File: config.mk
export PLATFORM = sky130hd
export DESIGN_NAME = or_share_arbiter
export DESIGN_NICKNAME = d
export VERILOG_FILES = /design/src/rtl/or_share_arbiter.sv
export SDC_FILE = /design/constraint.sdc
export NUM_CORES = 1
export LEC_CHECK = 0
export BUFFER_PORTS_ARGS = -buffer_cell sky130_fd_sc_hd__buf_4
export CAP_MARGIN = 5
export CORE_ASPECT_RATIO = 0.75
export CORE_MARGIN = 2
export CORE_UTILIZATION = 30
export DETAILED_ROUTE_END_ITERATION = 8
export PLACE_DENSITY = 0.78
export SLEW_MARGIN = 15
export SYNTH_ARGS = -nofsm -noshare
export SYNTH_HDL_FRONTEND = slang
export SYNTH_SLANG_ARGS = --single-unit
export TNS_END_PERCENT = 50
File: constraint.sdc
create_clock -name clk -period 3.17 [get_ports clk]
set_clock_uncertainty 0.05 [all_clocks]
set_input_delay 0.634 -clock clk [delete_from_list [all_inputs] [get_ports clk]]
set_output_delay 0.634 -clock clk [all_outputs]
set_load 0.03 [all_outputs]
File: src/rtl/or_share_arbiter.sv
// Round-robin arbiter with a registered one-hot grant that is held for a whole
// transaction, plus an AND-OR data selector onto one shared W-bit bus.
// Optional forced release after TIMEOUT busy cycles: define OR_SHARE_ARB_TIMEOUT_EN.
module or_share_arbiter #(
  parameter int unsigned N       = 4,
  parameter int unsigned W       = 32,
  parameter int unsigned TIMEOUT = 255
) (
  input  logic                 clk,
  input  logic                 reset_n,
  input  logic [N-1:0]         Req,
  input  logic [N-1:0]         Done,
  input  logic [W-1:0]         ReqData [N-1:0],
  output logic [N-1:0]         Grant,
  output logic                 GrantValid,
  output logic [$clog2(N)-1:0] Owner,
  output logic [W-1:0]         BusData,
  output logic                 TimeoutErr
);

  localparam int unsigned IdxW = $clog2(N);

  localparam logic [0:0] StIdle = 1'b0;
  localparam logic [0:0] StBusy = 1'b1;

  // Elaboration-time parameter sanity checks.
  if (N < 2) begin : g_bad_n
    $error("or_share_arbiter: N must be >= 2");
  end
  if (TIMEOUT < 1) begin : g_bad_timeout
    $error("or_share_arbiter: TIMEOUT must be >= 1");
  end

  // OR-reduce a set of already-masked rows.
  function automatic logic [W-1:0] or_rows(input logic [W-1:0] rows [N-1:0]);
    logic [W-1:0] acc;
    acc = '0;
    for (int unsigned i = 0; i < N; i++) begin
      acc = acc | rows[i];
    end
    return acc;
  endfunction

  logic [0:0]      state_q, state_d;
  logic [N-1:0]    grant_q, grant_d;
  logic [IdxW-1:0] owner_q, owner_d;
  logic [IdxW-1:0] ptr_q, ptr_d;

  logic            busy;
  logic            owner_done;
  logic            timeout_hit;
  logic            release_now;
  logic            load_grant;
  logic [IdxW-1:0] next_idx;
  logic [IdxW-1:0] start_idx;
  logic [N-1:0]    cand;
  logic            pick_valid;
  logic [IdxW-1:0] pick_idx;
  int unsigned     scan_idx;
  logic [W-1:0]    masked [N-1:0];

  assign busy       = (state_q == StBusy);
  assign owner_done = Done[owner_q];
  // A forced release behaves exactly like Done from the owner.
  assign release_now = busy && (owner_done || timeout_hit);
  assign next_idx    = (owner_q == IdxW'(N - 1)) ? '0 : owner_q + IdxW'(1);
  // Arbitrate from the post-release pointer so hand-off needs no idle cycle.
  assign start_idx   = release_now ? next_idx : ptr_q;
  assign load_grant  = pick_valid && (!busy || release_now);

  // Candidate set: the releasing owner is excluded for the hand-off cycle.
  always_comb begin
    cand = Req;
    if (release_now) begin
      cand[owner_q] = 1'b0;
    end
  end

  // First set candidate searching start_idx, start_idx+1, ... mod N.
  always_comb begin
    pick_valid = 1'b0;
    pick_idx   = '0;
    scan_idx   = 0;
    for (int unsigned k = 0; k < N; k++) begin
      scan_idx = 32'(start_idx) + k;
      if (scan_idx >= N) begin
        scan_idx = scan_idx - N;
      end
      if (!pick_valid && cand[scan_idx[IdxW-1:0]]) begin
        pick_valid = 1'b1;
        pick_idx   = scan_idx[IdxW-1:0];
      end
    end
  end

  // Next-state: grant from IDLE, hold in BUSY, hand off or go idle on release.
  always_comb begin
    state_d = state_q;
    grant_d = grant_q;
    owner_d = owner_q;
    ptr_d   = ptr_q;
    case (state_q)
      StIdle: begin
        if (pick_valid) begin
          state_d = StBusy;
          grant_d = N'(1) << pick_idx;
          owner_d = pick_idx;
        end
      end
      default: begin
        if (release_now) begin
          ptr_d = next_idx;
          if (pick_valid) begin
            grant_d = N'(1) << pick_idx;
            owner_d = pick_idx;
          end else begin
            state_d = StIdle;
            grant_d = '0;
            owner_d = '0;
          end
        end
      end
    endcase
  end

  // Arbiter state registers.
  always_ff @(posedge clk or negedge reset_n) begin
    if (!reset_n) begin
      state_q <= StIdle;
      grant_q <= '0;
      owner_q <= '0;
      ptr_q   <= '0;
    end else begin
      state_q <= state_d;
      grant_q <= grant_d;
      owner_q <= owner_d;
      ptr_q   <= ptr_d;
    end
  end

`ifdef OR_SHARE_ARB_TIMEOUT_EN
  localparam int unsigned CntW = $clog2(TIMEOUT + 1);

  logic [CntW-1:0] cnt_q, cnt_d;
  logic            err_q;

  assign timeout_hit = busy && !owner_done && (cnt_q == CntW'(TIMEOUT - 1));

  // Busy counter: restarts with every grant or release, counts Done-less busy cycles.
  always_comb begin
    cnt_d = cnt_q;
    if (load_grant || release_now) begin
      cnt_d = '0;
    end else if (busy && !owner_done) begin
      cnt_d = cnt_q + CntW'(1);
    end
  end

  // Counter and one-cycle error pulse registers.
  always_ff @(posedge clk or negedge reset_n) begin
    if (!reset_n) begin
      cnt_q <= '0;
      err_q <= 1'b0;
    end else begin
      cnt_q <= cnt_d;
      err_q <= timeout_hit;
    end
  end

  assign TimeoutErr = err_q;
`else
  assign timeout_hit = 1'b0;
  assign TimeoutErr  = 1'b0;
`endif

  // AND-OR select: only the granted row survives the mask.
  always_comb begin
    for (int unsigned i = 0; i < N; i++) begin
      masked[i] = ReqData[i] & {W{grant_q[i]}};
    end
  end

  assign BusData    = or_rows(masked);
  assign Grant      = grant_q;
  assign GrantValid = |grant_q;
  assign Owner      = owner_q;

endmodule
==> impl_metrics.sql <==
INSERT INTO impl_metrics (metric_group, metric, value, unit) VALUES
('logic_synthesis', 'synthArstFlopShare', '1.00', ''),
('logic_synthesis', 'post_synth_num_cell_types', '37', ''),
('clocking', 'cts_root_buf', 'sky130_fd_sc_hd__clkbuf_8', ''),
('detailed_routing', 'drt-wirelength-per-cell', '15.7', 'um'),
('critical_path', 'critical_path_required', '2490', 'ps'),
('timing', 'fin_crit', '2600', 'ps'),
('critical_path', 'path_max_fanout', '35', ''),
('global_routing', 'groute.usage.overall', '0.225', ''),
('floorplan', 'initial_core_util', '0.319', ''),
('clocking', 'cts.repair_timing.setup_buffer_count', '0', ''),
('final_layout', 'area_growth', '93.4', '%'),
('clocking', 'numClockSinks', '9', ''),
('floorplan', 'boundaryPins', '178', ''),
('timing', 'fin_crit_sh', '0.820', ''),
('timing', 'tns', '0', 'ps'),
('detailed_routing', 'finalWirelength', '6410', 'um'),
('power_and_ir_drop', 'p_total', '2.40', 'mW'),
('logic_synthesis', 'postSynth.topFlopCell', 'sky130_fd_sc_hd__dfrtp_1', ''),
('detailed_routing', 'number_of_detailed_routing_iterations_run_before_antenna_repair', '5', ''),
('logic_synthesis', 'yosysTopAreaCellShare', '0.331', ''),
('critical_path', 'cp-start-kind', 'flop', ''),
('global_routing', 'globalRouteOverflowTotal', '0', ''),
('floorplan', 'design.die.area', '0.00542', 'mm^2'),
('logic_synthesis', 'synth_nets', '330', ''),
('global_routing', 'global_route_wire_length_before_repair', '9950', 'um'),
('logic_synthesis', 'yosysWarnings', '0', ''),
('critical_path', 'cp_cell_sequence', 'a22oi_1, nand2_1, buf_4', ''),
('final_layout', 'final_stage_net_count', '493', ''),
('logic_synthesis', 'seq_area_frac_synth', '0.155', ''),
('global_routing', 'grt_start_max_net_pins', '36', ''),
('final_layout', 'postLayoutCoreUtil', '0.618', ''),
('logic_synthesis', 'synth_enable_flop_cells', '0', ''),
('final_layout', 'finalInstanceArea', '0.00281', 'mm^2'),
('final_layout', 'layout.filler_cells', '425', ''),
('detailed_routing', 'detail_route.wirelength.met1', '2490', 'um'),
('clocking', 'worst_skew_pair.late_latency', '230', 'ps'),
('timing', 'maxClockFrequency', '0.385', 'GHz'),
('run_status', 'run_status', 'completed', ''),
('floorplan', 'core-area', '0.00455', 'mm^2'),
('clocking', 'cts-buffers-inserted', '3', ''),
('placed_design', 'postPlaceCellArea', '0.00276', 'mm^2'),
('clocking', 'cts-hold-fix-buffers', '0', ''),
('final_layout', 'layout-drive-gt1-share', '0.551', ''),
('detailed_routing', 'number_of_design_rule_violations_left_after_detail_routing', '0', ''),
('timing', 'rsz0062_at_grt', 'false', ''),
('detailed_routing', 'antenna_violating_nets_post_route', '0', ''),
('floorplan', 'number_of_core_rows', '21', ''),
('clocking', 'cts.clk_slew.worst_paths', '50', 'ps'),
('placed_design', 'place.detailed.hpwl', '5050', 'um'),
('detailed_routing', 'total_vias_in_the_final_route', '2179', ''),
('detailed_routing', 'top_signal_layer_used', 'met4', ''),
('final_layout', 'area.sequential', '226', 'um^2'),
('critical_path', 'worst_path_max_delay_cell', 'sky130_fd_sc_hd__dfrtp_1', ''),
('detailed_routing', 'detail_route.vias_per_cell', '5.35', ''),
('hold_path', 'worstHoldPathType', 'in -> async', ''),
('global_routing', 'grt_pass1_vias', '2094', ''),
('logic_synthesis', 'avg_synthesized_cell_area', '7.72', 'um^2'),
('detailed_routing', 'detailroute.wirelength.met3', '552', 'um'),
('critical_path', 'setup.worst_path.end_class', 'primary output', ''),
('critical_path', 'worst-setup-path-type', 'reg -> out', ''),
('detailed_routing', 'route.met2.wl', '3270', 'um'),
('power_and_ir_drop', 'power_density', '856', 'mW/mm^2'),
('power_and_ir_drop', 'power.ir.vdd_worst', '0.000557', 'V'),
('timing', 'maxSlewViolCount', '0', ''),
('floorplan', 'chipWidth', '84.3', 'um'),
('placed_design', 'routabilityCongestion', '0.910', ''),
('logic_synthesis', 'yosys.cell_count.top_type', 'sky130_fd_sc_hd__a22oi_1', ''),
('timing', 'transition_time_of_the_tightest_slew_check_pin', '1160', 'ps'),
('logic_synthesis', 'synth_common_cells', 'sky130_fd_sc_hd__a22oi_1, sky130_fd_sc_hd__nand2_1, sky130_fd_sc_hd__clkbuf_1', ''),
('detailed_routing', '1st_iter_drt_viols', '122', ''),
('logic_synthesis', 'yosysTopAreaCell', 'sky130_fd_sc_hd__a22oi_1', '');
## metrics by stage
stage | instances | setup WS, ps
6_report | 407 | 570
5_1_grt | 407 | 436
4_1_cts | 407 | 535
3_5_place_dp | 403 | 743
3_3_place_gp | 403 | 796
2_1_floorplan | 188 | 793
## where the power goes
| part | leakage, nW | internal (mW) | switching (mW) |
|---|---|---|---|
| Clock | 0.0228 | 0.0876 | 0.0454 |
| Combinational | 1.31 | 0.834 | 1.05 |
| Sequential | 0.109 | 0.160 | 0.230 |
| Total | 1.44 | 1.08 | 1.32 |
## area by class of cell
type | count | area share
Multi-Input combinational cell | 157 | 0.401
Clock buffer | 4 | 0.0160
Timing Repair Buffer | 177 | 0.473
Tap cell | 57 | 0.0254
Inverter | 3 | 0.00401
Sequential cell | 9 | 0.0807
## worst paths after layout
kind,startpoint,to,slack (ps),cells past startpoint
max,Grant[2],BusData[0],570,3
min,reset_n,ptr_q[1],160,1
max reg2reg,Owner[0],Grant[3],730,7
min reg2reg,ptr_q[1],ptr_q[1],520,1
max in group asynchronous,reset_n,Grant[0],2750,1
min in group clk,ptr_q[1],ptr_q[1],520,1
## logic make-up after synthesis
logic type | share of synthesized area
AOI/OAI and AO/OA | 0.466
adders and majority gates | 0.0345
buffers and inverters | 0.0698
DFF | 0.155
muxes | 0.0836
other | 0.00258
and+or+nand+nor | 0.189
## worst max-delay path, delay by kind of cell (launching register included)
family | cells | cell delay, ps
AOI/OAI and AO/OA | 1 | 260
buffers and inverters | 1 | 160
and+or+nand+nor | 1 | 140
DFF | 1 | 1100
## routing by layer
layer | vias to the layer above | GRT usage
met2 | 108 | 0.401
met5 | - | 0
li1 | 1063 | -
met1 | 997 | 0.268
met3 | 11 | 0.0568
met4 | 0 | 0.0645
## state kept, by name (all words and copies together) (netlist names)
name,count
Grant,4
Owner,2
ptr_q,2
busy,1
## placed cells by master (no fill, tap or decap), drive strengths merged
| cell | count |
|---|---|
| ha | 4 |
| o221a | 2 |
| o22ai | 2 |
| clkbuf | 4 |
| nand2b | 3 |
| nand2 | 42 |
| nand4 | 1 |
| and2 | 1 |
| nand3 | 4 |
| o221ai | 5 |
| mux2 | 4 |
| mux2i | 4 |
| buf | 177 |
| a21oi | 1 |
| o21ai | 3 |
| a21boi | 2 |
| dfrtp | 9 |
| a22oi | 64 |
| conb | 1 |
| o211ai | 1 |
| and2b | 1 |
| inv | 3 |
| nor2 | 1 |
| nand3b | 5 |
| or2 | 1 |
| a32o | 2 |
| o31ai | 2 |
| or4 | 1 |
Note: power is estimated with default switching activity, not from simulation.
